[config.mk]
export PLATFORM = sky130hd
export DESIGN_NAME = fwd_lookup_engine
export DESIGN_NICKNAME = d
export VERILOG_FILES = /design/src/rtl/fwd_lookup_pkg.sv /design/src/rtl/sat_counter.sv /design/src/rtl/fwd_lookup_engine.sv
export SDC_FILE = /design/constraint.sdc
export NUM_CORES = 1
export LEC_CHECK = 0
export ABC_CLOCK_PERIOD_IN_PS = 2500
export BUFFER_PORTS_ARGS = -buffer_cell sky130_fd_sc_hd__buf_2
export CAP_MARGIN = 0
export CORE_ASPECT_RATIO = 1.1
export CORE_MARGIN = 2
export CORE_UTILIZATION = 47
export DETAILED_ROUTE_END_ITERATION = 8
export PLACE_DENSITY = 0.78
export SLEW_MARGIN = 20
export SYNTH_ARGS = -nofsm -noshare
export SYNTH_HDL_FRONTEND = slang
export SYNTH_SLANG_ARGS = --single-unit
export TNS_END_PERCENT = 1
[constraint.sdc]
create_clock -name clk -period 2.5 [get_ports clk]
set_input_delay 0.125 -clock clk [delete_from_list [all_inputs] [get_ports clk]]
set_output_delay 0.125 -clock clk [all_outputs]
set_load 0.01 [all_outputs]
[src/rtl/fwd_lookup_pkg.sv]
// ----------------------------------------------------------------------------
// fwd_lookup_pkg
// Shared types and constants for the forwarding lookup engine.
//   fwd_state_t : requester FSM states
//   fwd_kind_t  : forwarding decision kind reported with each egress mask
//   MAC_IG_BIT  : individual/group bit position in a 48-bit MAC
// ----------------------------------------------------------------------------
package fwd_lookup_pkg;

   typedef enum logic [1:0] {
      IDLE,
      ISSUE,
      WAIT,
      RESULT
   } fwd_state_t;

   typedef enum logic [1:0] {
      FWD_UNICAST,
      FWD_FLOOD,
      FWD_DROP
   } fwd_kind_t;

   localparam int unsigned MAC_IG_BIT = 40;

endpackage

[src/rtl/sat_counter.sv]
// ----------------------------------------------------------------------------
// sat_counter
// Statistics counter that increments by one per inc_i pulse and sticks at its
// maximum value instead of wrapping.
//   clk     : clock
//   rst     : synchronous reset, active-high, clears the count
//   inc_i   : increment request
//   count_o : current count
// ----------------------------------------------------------------------------
module sat_counter #(
   parameter int unsigned CNT_W = 16
) (
   input  logic             clk,
   input  logic             rst,
   input  logic             inc_i,
   output logic [CNT_W-1:0] count_o
);

   logic [CNT_W-1:0] r_count;

   always_ff @(posedge clk) begin
      if (rst) begin
         r_count <= '0;
      end else if (inc_i && (r_count != '1)) begin
         r_count <= r_count + CNT_W'(1);
      end
   end

   assign count_o = r_count;

endmodule

[src/rtl/fwd_lookup_engine.sv]
// ----------------------------------------------------------------------------
// fwd_lookup_engine
// Requester side of the MAC address table. Takes one parsed header per
// handshake, issues a learn request for the source and a read request for the
// destination, then turns the table answer into a unicast / flood / drop
// decision expressed as an egress port mask.
//   clk, rst            : clock, synchronous active-high reset
//   hdr_*               : header descriptor in (valid/ready handshake)
//   learn_*             : learn request to the address table (1-cycle pulse)
//   read_req_o/address  : lookup request to the address table (1-cycle pulse)
//   read_port_*         : lookup response from the address table
//   fwd_*               : forwarding decision out (valid/ready handshake)
//   stat_*_o            : saturating hit / flood / drop counters
// ----------------------------------------------------------------------------
module fwd_lookup_engine
   import fwd_lookup_pkg::*;
#(
   parameter  int unsigned NUM_PORTS      = 4,
   parameter  int unsigned LOOKUP_TIMEOUT = 8,
   parameter  int unsigned CNT_W          = 16,
   localparam int unsigned PW             = (NUM_PORTS > 1) ? $clog2(NUM_PORTS) : 1
) (
   input  logic                 clk,
   input  logic                 rst,
   input  logic                 hdr_valid_i,
   output logic                 hdr_ready_o,
   input  logic [47:0]          hdr_dst_mac_i,
   input  logic [47:0]          hdr_src_mac_i,
   input  logic [PW-1:0]        hdr_ingress_i,
   output logic                 learn_req_o,
   output logic [47:0]          learn_address_o,
   output logic [PW-1:0]        learn_port_o,
   output logic                 read_req_o,
   output logic [47:0]          read_address_o,
   input  logic [PW-1:0]        read_port_i,
   input  logic                 read_port_valid_i,
   output logic                 fwd_valid_o,
   input  logic                 fwd_ready_i,
   output logic [NUM_PORTS-1:0] fwd_mask_o,
   output fwd_kind_t            fwd_kind_o,
   output logic [CNT_W-1:0]     stat_hit_o,
   output logic [CNT_W-1:0]     stat_flood_o,
   output logic [CNT_W-1:0]     stat_drop_o
);

   localparam int unsigned TW = $clog2(LOOKUP_TIMEOUT) + 1;

   fwd_state_t           r_state;
   logic [47:0]          r_dst;
   logic [47:0]          r_src;
   logic [PW-1:0]        r_ingress;
   logic                 r_learn_req;
   logic                 r_read_req;
   logic [TW-1:0]        r_timer;
   logic                 r_fwd_valid;
   logic [NUM_PORTS-1:0] r_mask;
   fwd_kind_t            r_kind;

   logic                 w_src_learnable;
   logic [NUM_PORTS-1:0] w_flood_mask;
   logic [NUM_PORTS-1:0] w_hit_mask;
   fwd_kind_t            w_hit_kind;
   logic                 w_accept;

   // Group-addressed or all-zero sources are never installed in the table.
   assign w_src_learnable = ~hdr_src_mac_i[MAC_IG_BIT] && (hdr_src_mac_i != '0);

   // Flood goes everywhere except back out of the ingress port.
   always_comb begin
      w_flood_mask = '1;
      for (int unsigned i = 0; i < NUM_PORTS; i++) begin
         if (32'(r_ingress) == i) begin
            w_flood_mask[i] = 1'b0;
         end
      end
   end

   // Decision for a table hit; an out-of-range port is treated like a miss.
   always_comb begin
      w_hit_kind = FWD_UNICAST;
      w_hit_mask = '0;
      if (32'(read_port_i) >= NUM_PORTS) begin
         w_hit_kind = FWD_FLOOD;
         w_hit_mask = w_flood_mask;
      end else if (read_port_i == r_ingress) begin
         w_hit_kind = FWD_DROP;
      end else begin
         for (int unsigned i = 0; i < NUM_PORTS; i++) begin
            w_hit_mask[i] = (32'(read_port_i) == i);
         end
      end
   end

   always_ff @(posedge clk) begin
      if (rst) begin
         r_state     <= IDLE;
         r_dst       <= '0;
         r_src       <= '0;
         r_ingress   <= '0;
         r_learn_req <= 1'b0;
         r_read_req  <= 1'b0;
         r_timer     <= '0;
         r_fwd_valid <= 1'b0;
         r_mask      <= '0;
         r_kind      <= FWD_UNICAST;
      end else begin
         // Request strobes are only ever high for the single ISSUE cycle.
         r_learn_req <= 1'b0;
         r_read_req  <= 1'b0;
         unique case (r_state)
            IDLE: begin
               if (hdr_valid_i) begin
                  r_dst       <= hdr_dst_mac_i;
                  r_src       <= hdr_src_mac_i;
                  r_ingress   <= hdr_ingress_i;
                  r_learn_req <= w_src_learnable;
                  r_read_req  <= ~hdr_dst_mac_i[MAC_IG_BIT];
                  r_state     <= ISSUE;
               end
            end
            ISSUE: begin
               if (!r_dst[MAC_IG_BIT]) begin
                  r_timer <= '0;
                  r_state <= WAIT;
               end else begin
                  // Multicast/broadcast needs no lookup.
                  r_fwd_valid <= 1'b1;
                  r_kind      <= FWD_FLOOD;
                  r_mask      <= w_flood_mask;
                  r_state     <= RESULT;
               end
            end
            WAIT: begin
               if (read_port_valid_i) begin
                  r_fwd_valid <= 1'b1;
                  r_kind      <= w_hit_kind;
                  r_mask      <= w_hit_mask;
                  r_state     <= RESULT;
               end else if (r_timer == TW'(LOOKUP_TIMEOUT - 1)) begin
                  r_fwd_valid <= 1'b1;
                  r_kind      <= FWD_FLOOD;
                  r_mask      <= w_flood_mask;
                  r_state     <= RESULT;
               end else begin
                  r_timer <= r_timer + TW'(1);
               end
            end
            RESULT: begin
               if (fwd_ready_i) begin
                  r_fwd_valid <= 1'b0;
                  r_state     <= IDLE;
               end
            end
            default: r_state <= IDLE;
         endcase
      end
   end

   assign w_accept = (r_state == RESULT) && fwd_ready_i;

   sat_counter #(.CNT_W(CNT_W)) u_stat_hit (
      .clk     (clk),
      .rst     (rst),
      .inc_i   (w_accept && (r_kind == FWD_UNICAST)),
      .count_o (stat_hit_o)
   );

   sat_counter #(.CNT_W(CNT_W)) u_stat_flood (
      .clk     (clk),
      .rst     (rst),
      .inc_i   (w_accept && (r_kind == FWD_FLOOD)),
      .count_o (stat_flood_o)
   );

   sat_counter #(.CNT_W(CNT_W)) u_stat_drop (
      .clk     (clk),
      .rst     (rst),
      .inc_i   (w_accept && (r_kind == FWD_DROP)),
      .count_o (stat_drop_o)
   );

   assign hdr_ready_o     = (r_state == IDLE);
   assign learn_req_o     = r_learn_req;
   assign learn_address_o = r_src;
   assign learn_port_o    = r_ingress;
   assign read_req_o      = r_read_req;
   assign read_address_o  = r_dst;
   assign fwd_valid_o     = r_fwd_valid;
   assign fwd_mask_o      = r_mask;
   assign fwd_kind_o      = r_kind;

endmodule
Yosys cells after proc, flatten, opt, wreduce, memory -nomap -nowiden. Index checks and enable logic that the tools add are counted.

Register bits after elaboration: 161. Bits in latches: 0. Bits in writable memories: 0. Memory bits (read-only): 0. Input port bits: 105. Output and inout bits: 156. Word-level logic and storage cells: 94. Memories: 0.

Add/subtract/negate cells: 4. $mul: 0. Div/mod/pow operators: 0. $lt $le $gt $ge: 0. Eq/ne operators: 23. Shifts and indexed selects: 0. Mux-type cells: 29. Bitwise operators: 4. Reductions and logical operators: 21.

Operators with widths (number): 16-bit by 1-bit adder with 16-bit output (second input constant) (3); 16-bit inequality test (second input constant) (3); 48-bit nonzero test (1); 4-bit two-way mux (7); 2-bit two-way mux (8); 4-bit case mux with 2 select lines (2); 2-bit == test (second input constant) (7); 2-bit inequality test (second input constant) (6); 1-bit two-way mux (9); 2-bit by 1-bit == test with 1-bit output (second input constant) (4); 1-bit logical AND (8); 2-bit zero test (4); 2-bit case mux with 4 select lines (1); 4-bit AND reduction (2); 3-bit AND reduction (2); 4-bit by 1-bit adder with 4-bit output (second input constant) (1); 4-bit by 3-bit == test with 1-bit output (second input constant) (1); 1-bit inverter (4); 2-bit case mux with 2 select lines (1); 3-bit inequality test (second input constant) (1); 1-bit case mux with 3 select lines (1); 3-bit nonzero test (1); 3-bit OR reduction (1); 2-bit == test (1); 2 further kinds (2).

Longest topological paths before layout.
Depth after elaboration: 5. Depth in mapped cells: 8. Mapped depth without buffers: 6.

By module. From an unflattened synthesis, not the netlist that was laid out.

Cell total of the unflattened synthesis: 837. Area, all modules: 6829.0 um^2.

By module, submodules not included: fwd_lookup_engine (instances 1, cells each 540, area each 4284.1 um^2, seq. area each 2262.2 um^2); sat_counter (instances 3, cells each 99, area each 848.3 um^2, seq. area each 320.3 um^2).

Worst setup path after synthesis. OpenSTA, ideal clock, no wires.

Path type: register to register. Start: register u_stat_hit.r_count[0], in the netlist u_stat_hit.count_o[0]. End: register u_stat_hit.r_count[10], in the netlist u_stat_hit.count_o[10]. Library setup time: 0.121 ns. Arrival time: 1.844 ns. Data required time: 2.379 ns. Path slack: 0.536 ns. Cell stages (with the launch flop): 6. Path buffers: 0. Clock period less this slack: 1.964 ns. Path through: dfxtp_1 -> ha_1 -> nand3_1 -> or4_1 -> a31oi_1 -> mux2_2.

Word-level cells in the longest chain between the ends: 2. Elaborated cells between the ends (all ways): 3. Those cells by class: add/sub (1); eq/ne (1); reduce/logical (1).

Ends and longest elaborated chain: start, declared (line sat_counter.sv:19) `logic [CNT_W-1:0] r_count;`; start signal, assigned (line sat_counter.sv:25) `r_count <= r_count + CNT_W'(1);`; parallel branches: the longest is 2 deep, another holds 16-bit by 1-bit adder with 16-bit output.

Several ways; the timed one is not identified. A chain may end at the register's enable or synchronous reset.

Worst setup path after layout.
Start: register r_state[1]. End: register u_stat_hit.r_count[10], in the netlist u_stat_hit.count_o[10].

Word-level cells in the longest chain between the ends: 4.

Ends and longest elaborated chain: start, declared (line fwd_lookup_engine.sv:48) `fwd_state_t r_state;`; start signal, assigned (line fwd_lookup_engine.sv:96) `r_state <= IDLE;`; start signal, assigned (line fwd_lookup_engine.sv:118) `r_state <= ISSUE;`; start signal, assigned (line fwd_lookup_engine.sv:124) `r_state <= WAIT;`; 2-bit == test (line fwd_lookup_engine.sv:159) `assign w_accept = (r_state == RESULT) && fwd_ready_i;`; 1-bit logical AND (line fwd_lookup_engine.sv:159); 1-bit logical AND (line fwd_lookup_engine.sv:164) `.inc_i (w_accept && (r_kind == FWD_UNICAST)),`; 1-bit logical AND (line sat_counter.sv:24) `end else if (inc_i && (r_count != '1)) begin`.

Every way passes these cells.

==> impl_metrics.yaml <==
outcome:
  status: "completed"
final_layout:
  fin_area_sq_mm: 0.00971
  finish.utilization_pct: 70.4
  num-fill-cells: 996
  stdcell_count: 1363
  drive_above_1_share_pct: 26.5
  syn2layout_area_growth_pct: 46.3
  layout.nets: 1273
detailed_routing:
  ant_nets: 0
  routed_wl_mm: 22.1
  drt_iter0_drc: 624
  dr.pass1.iters: 5
  avgRoutedWirePerCell_um: 16.2
  via_count: 7531
  drc: 0
  vias_per_cell: 5.53
logic_synthesis:
  synthTopCellsByCount: "nand2_1, dfxtp_1, a21oi_1"
  synth_most_common_cell: "nand2_1"
  syn-num-nets: 934
  yosysTopAreaCell: "dfxtp_1"
  synth_top_area_share_pct: 48.6
  synthArstFlopShare_pct: 0
  synth.area.top_cells: "dfxtp_1, nand2_1, a21oi_1, o31ai_1, or4_1"
  syn_avg_cell_area_sq_um: 8.09
  ys_seq_area_share_pct: 48.6
  postSynthCellCount: 820
  ys_ff_latch: 161
  yosysUniqueCellTypes: 47
  synth_edf_count: 0
  ys.flop_type: "dfxtp_1"
  synth_warnings: 0
  syn-cell-area_sq_mm: 0.00663
pwr:
  vdd_ir_drop_max_v: 0.000420
  leakage_nw: 4.15
  power_mw: 7.83
  pwr_density_cell_mw_per_mm2: 807
place:
  post_dp_cell_area_sq_mm: 0.00815
  post-dp-hpwl_mm: 13.1
  pre_cts_slack_ps: 285
  gp_congestion: 0.932
  portBuffers: 260
  place_inst: 1230
worst_setup_path:
  reg2reg_slack_ps: 250
  critical_path.top_delay_family: "simple AND/OR/NAND/NOR gates"
  required_ps: 2800
  cp-start-kind: "flip-flop"
  worst-path-buf-inv: 0
  crit_chain: "ha_1 > nand4bb_4 > or4_1 > a31oi_1 > mux2_2"
  crit_fanout: 13
  max_stage_delay_ps: 660
  critPathCaptureType: "flip-flop"
  critPathArrivalTime_ps: 2550
  cp_slowest_cell: "or4_1"
  path_class: "flip-flop to flip-flop"
die:
  die_w_um: 117
  row_count: 45
  coreArea_sq_mm: 0.0138
  start_util_pct: 48.1
  io_pins: 261
  die_h_um: 129
  dieArea_sq_mm: 0.0151
sta:
  hold_viol_final: 0
  skew_ps: 9.90
  fmaxAchievable_ghz: 0.445
  finalCritPeriodShare_pct: 89.8
  tns_ps: 0
  holdWs_ps: 116
  report.final.slew_viol_count: 0
  worst_pin_slew_ps: 582
  finalSetupViolations: 0
  timing.slew.headroom_pct: 61.2
  period_needed_ps: 2250
  rsz0062_at_grt: "false"
  setup_ws_ps: 255
global_routing:
  grt_pass1_vias: 7028
  grt_pass1_wl_mm: 34.4
  grt.total_usage_pct: 28.7
  grt_max_degree: 67
  grt_overflow_total: 0
  grt_antenna_before_repair: 2
clocking:
  cts_hold_buf: 98
  clk-insertion-delay-late_ps: 420
  post_cts_buffers: 0
  ctsResizeCount: 0
  cts_tree: "yes"
  htreeDepth: 4
  clkTransAtPathRegs_ps: 60
  numCtsBuffers: 17
  root_buffer: "clkbuf_16"
  ctsLongestPathBuffers: 2
  clock-sinks: 161
flow_run:
  cap_violations: 0
hold_path:
  min_path_type: "primary input to flip-flop"
==> logic make-up (layout without fill, tap and decap cells) <==
| group | count (synthesis) | count (layout) | synth area share [%] |
|---|---|---|---|
| other | 0 | 3 | 0 |
| and+or+nand+nor | 368 | 368 | 26.4 |
| DFF | 161 | 161 | 48.6 |
| buffers and inverters | 62 | 414 | 3.68 |
| xor gates and xnor gates | 4 | 4 | 0.528 |
| adders and majority gates | 9 | 9 | 1.70 |
| muxes | 9 | 9 | 1.43 |
| AOI/OAI and AO/OA | 207 | 207 | 17.6 |
==> state kept, by name, summed over array words and instances (netlist names) <==
register	flops
learn_port_o	2
u_stat_flood.count_o	16
fwd_kind_o	2
u_stat_hit.count_o	16
u_stat_drop.count_o	16
learn_req_o	1
fwd_mask_o	4
r_state	2
fwd_valid_o	1
learn_address_o	48
read_req_o	1
r_timer	4
read_address_o	48
==> layout make-up <==
type / instances / area, sq um / area share (%)
diodes: 3 / 7.51 / 0.0773
clock buffers: 23 / 458 / 4.72
clock inverters: 9 / 109 / 1.12
inverters: 13 / 48.8 / 0.503
multi-input cells: 597 / 3200 / 32.9
flip-flops and latches: 161 / 3220 / 33.2
well taps: 188 / 235 / 2.42
repair buffers: 369 / 2430 / 25.0
==> routing by layer <==
layer  wire length [um]  share of wire (%)  vias to the layer above  track usage, %
li1                   -                  -                     3586               -
met3               1750                7.9                       82            8.05
met2              10800                 49                      370            48.5
met4                986                4.5                        0            14.2
met1               8550                 39                     3493            33.2
met5                  0                  0                        -               0
==> placed cells by master, fill, tap and decap left out, types with 3 or more instances in the layout <==
cell type      synthesis  layout
a21oi_1              138     138
a31oi_1                3       3
and3_1                 8       8
and4_1                 3       3
buf_12                 0       5
buf_2                  3     259
buf_4                  2       7
clkbuf_1              38       5
clkbuf_16              0      17
clkinv_2               0       3
clkinv_4               0       3
dfxtp_1              161     161
diode_2                0       3
dlygate4sd3_1          0      98
ha_1                   9       9
inv_1                 13      13
mux2_2                 4       4
mux2i_1                5       5
nand2_1              221     220
nand3_1               15      15
nand3b_1               3       3
nand4_1               20      20
nor2_1                17      17
nor2b_1                8       8
nor3_1                 8       8
nor4_1                18      17
o21ai_0               24      24
o31ai_1               20      20
o41ai_1                6       4
or3_1                 18      18
or4_1                 20      20
==> report_power, final <==
| group | internal [mW] | switching, mW |
|---|---|---|
| registers | 2.92 | 0.213 |
| clock network | 1.50 | 1.03 |
| logic | 0.840 | 1.33 |
==> final timing paths <==
kind                                                     start                                   to  cells after the start
worst max register to register         r_state[1]$_SDFFE_PP0P_  u_stat_hit.count_o[10]$_SDFFE_PP0P_                      5
worst max-delay path                   r_state[1]$_SDFFE_PP0P_  u_stat_hit.count_o[10]$_SDFFE_PP0P_                      5
worst min register to register  read_address_o[2]$_SDFFE_PP0N_       read_address_o[2]$_SDFFE_PP0N_                      2
worst min-delay path                            read_port_i[1]           fwd_kind_o[1]$_SDFFE_PP0P_                      4
==> worst min-delay path: stages <==
cell	delay, ps
buf_2	140
xnor2_1	80
nand3_1	70
a21oi_1	60
No activity file was read; power rests on OpenSTA's default activity.
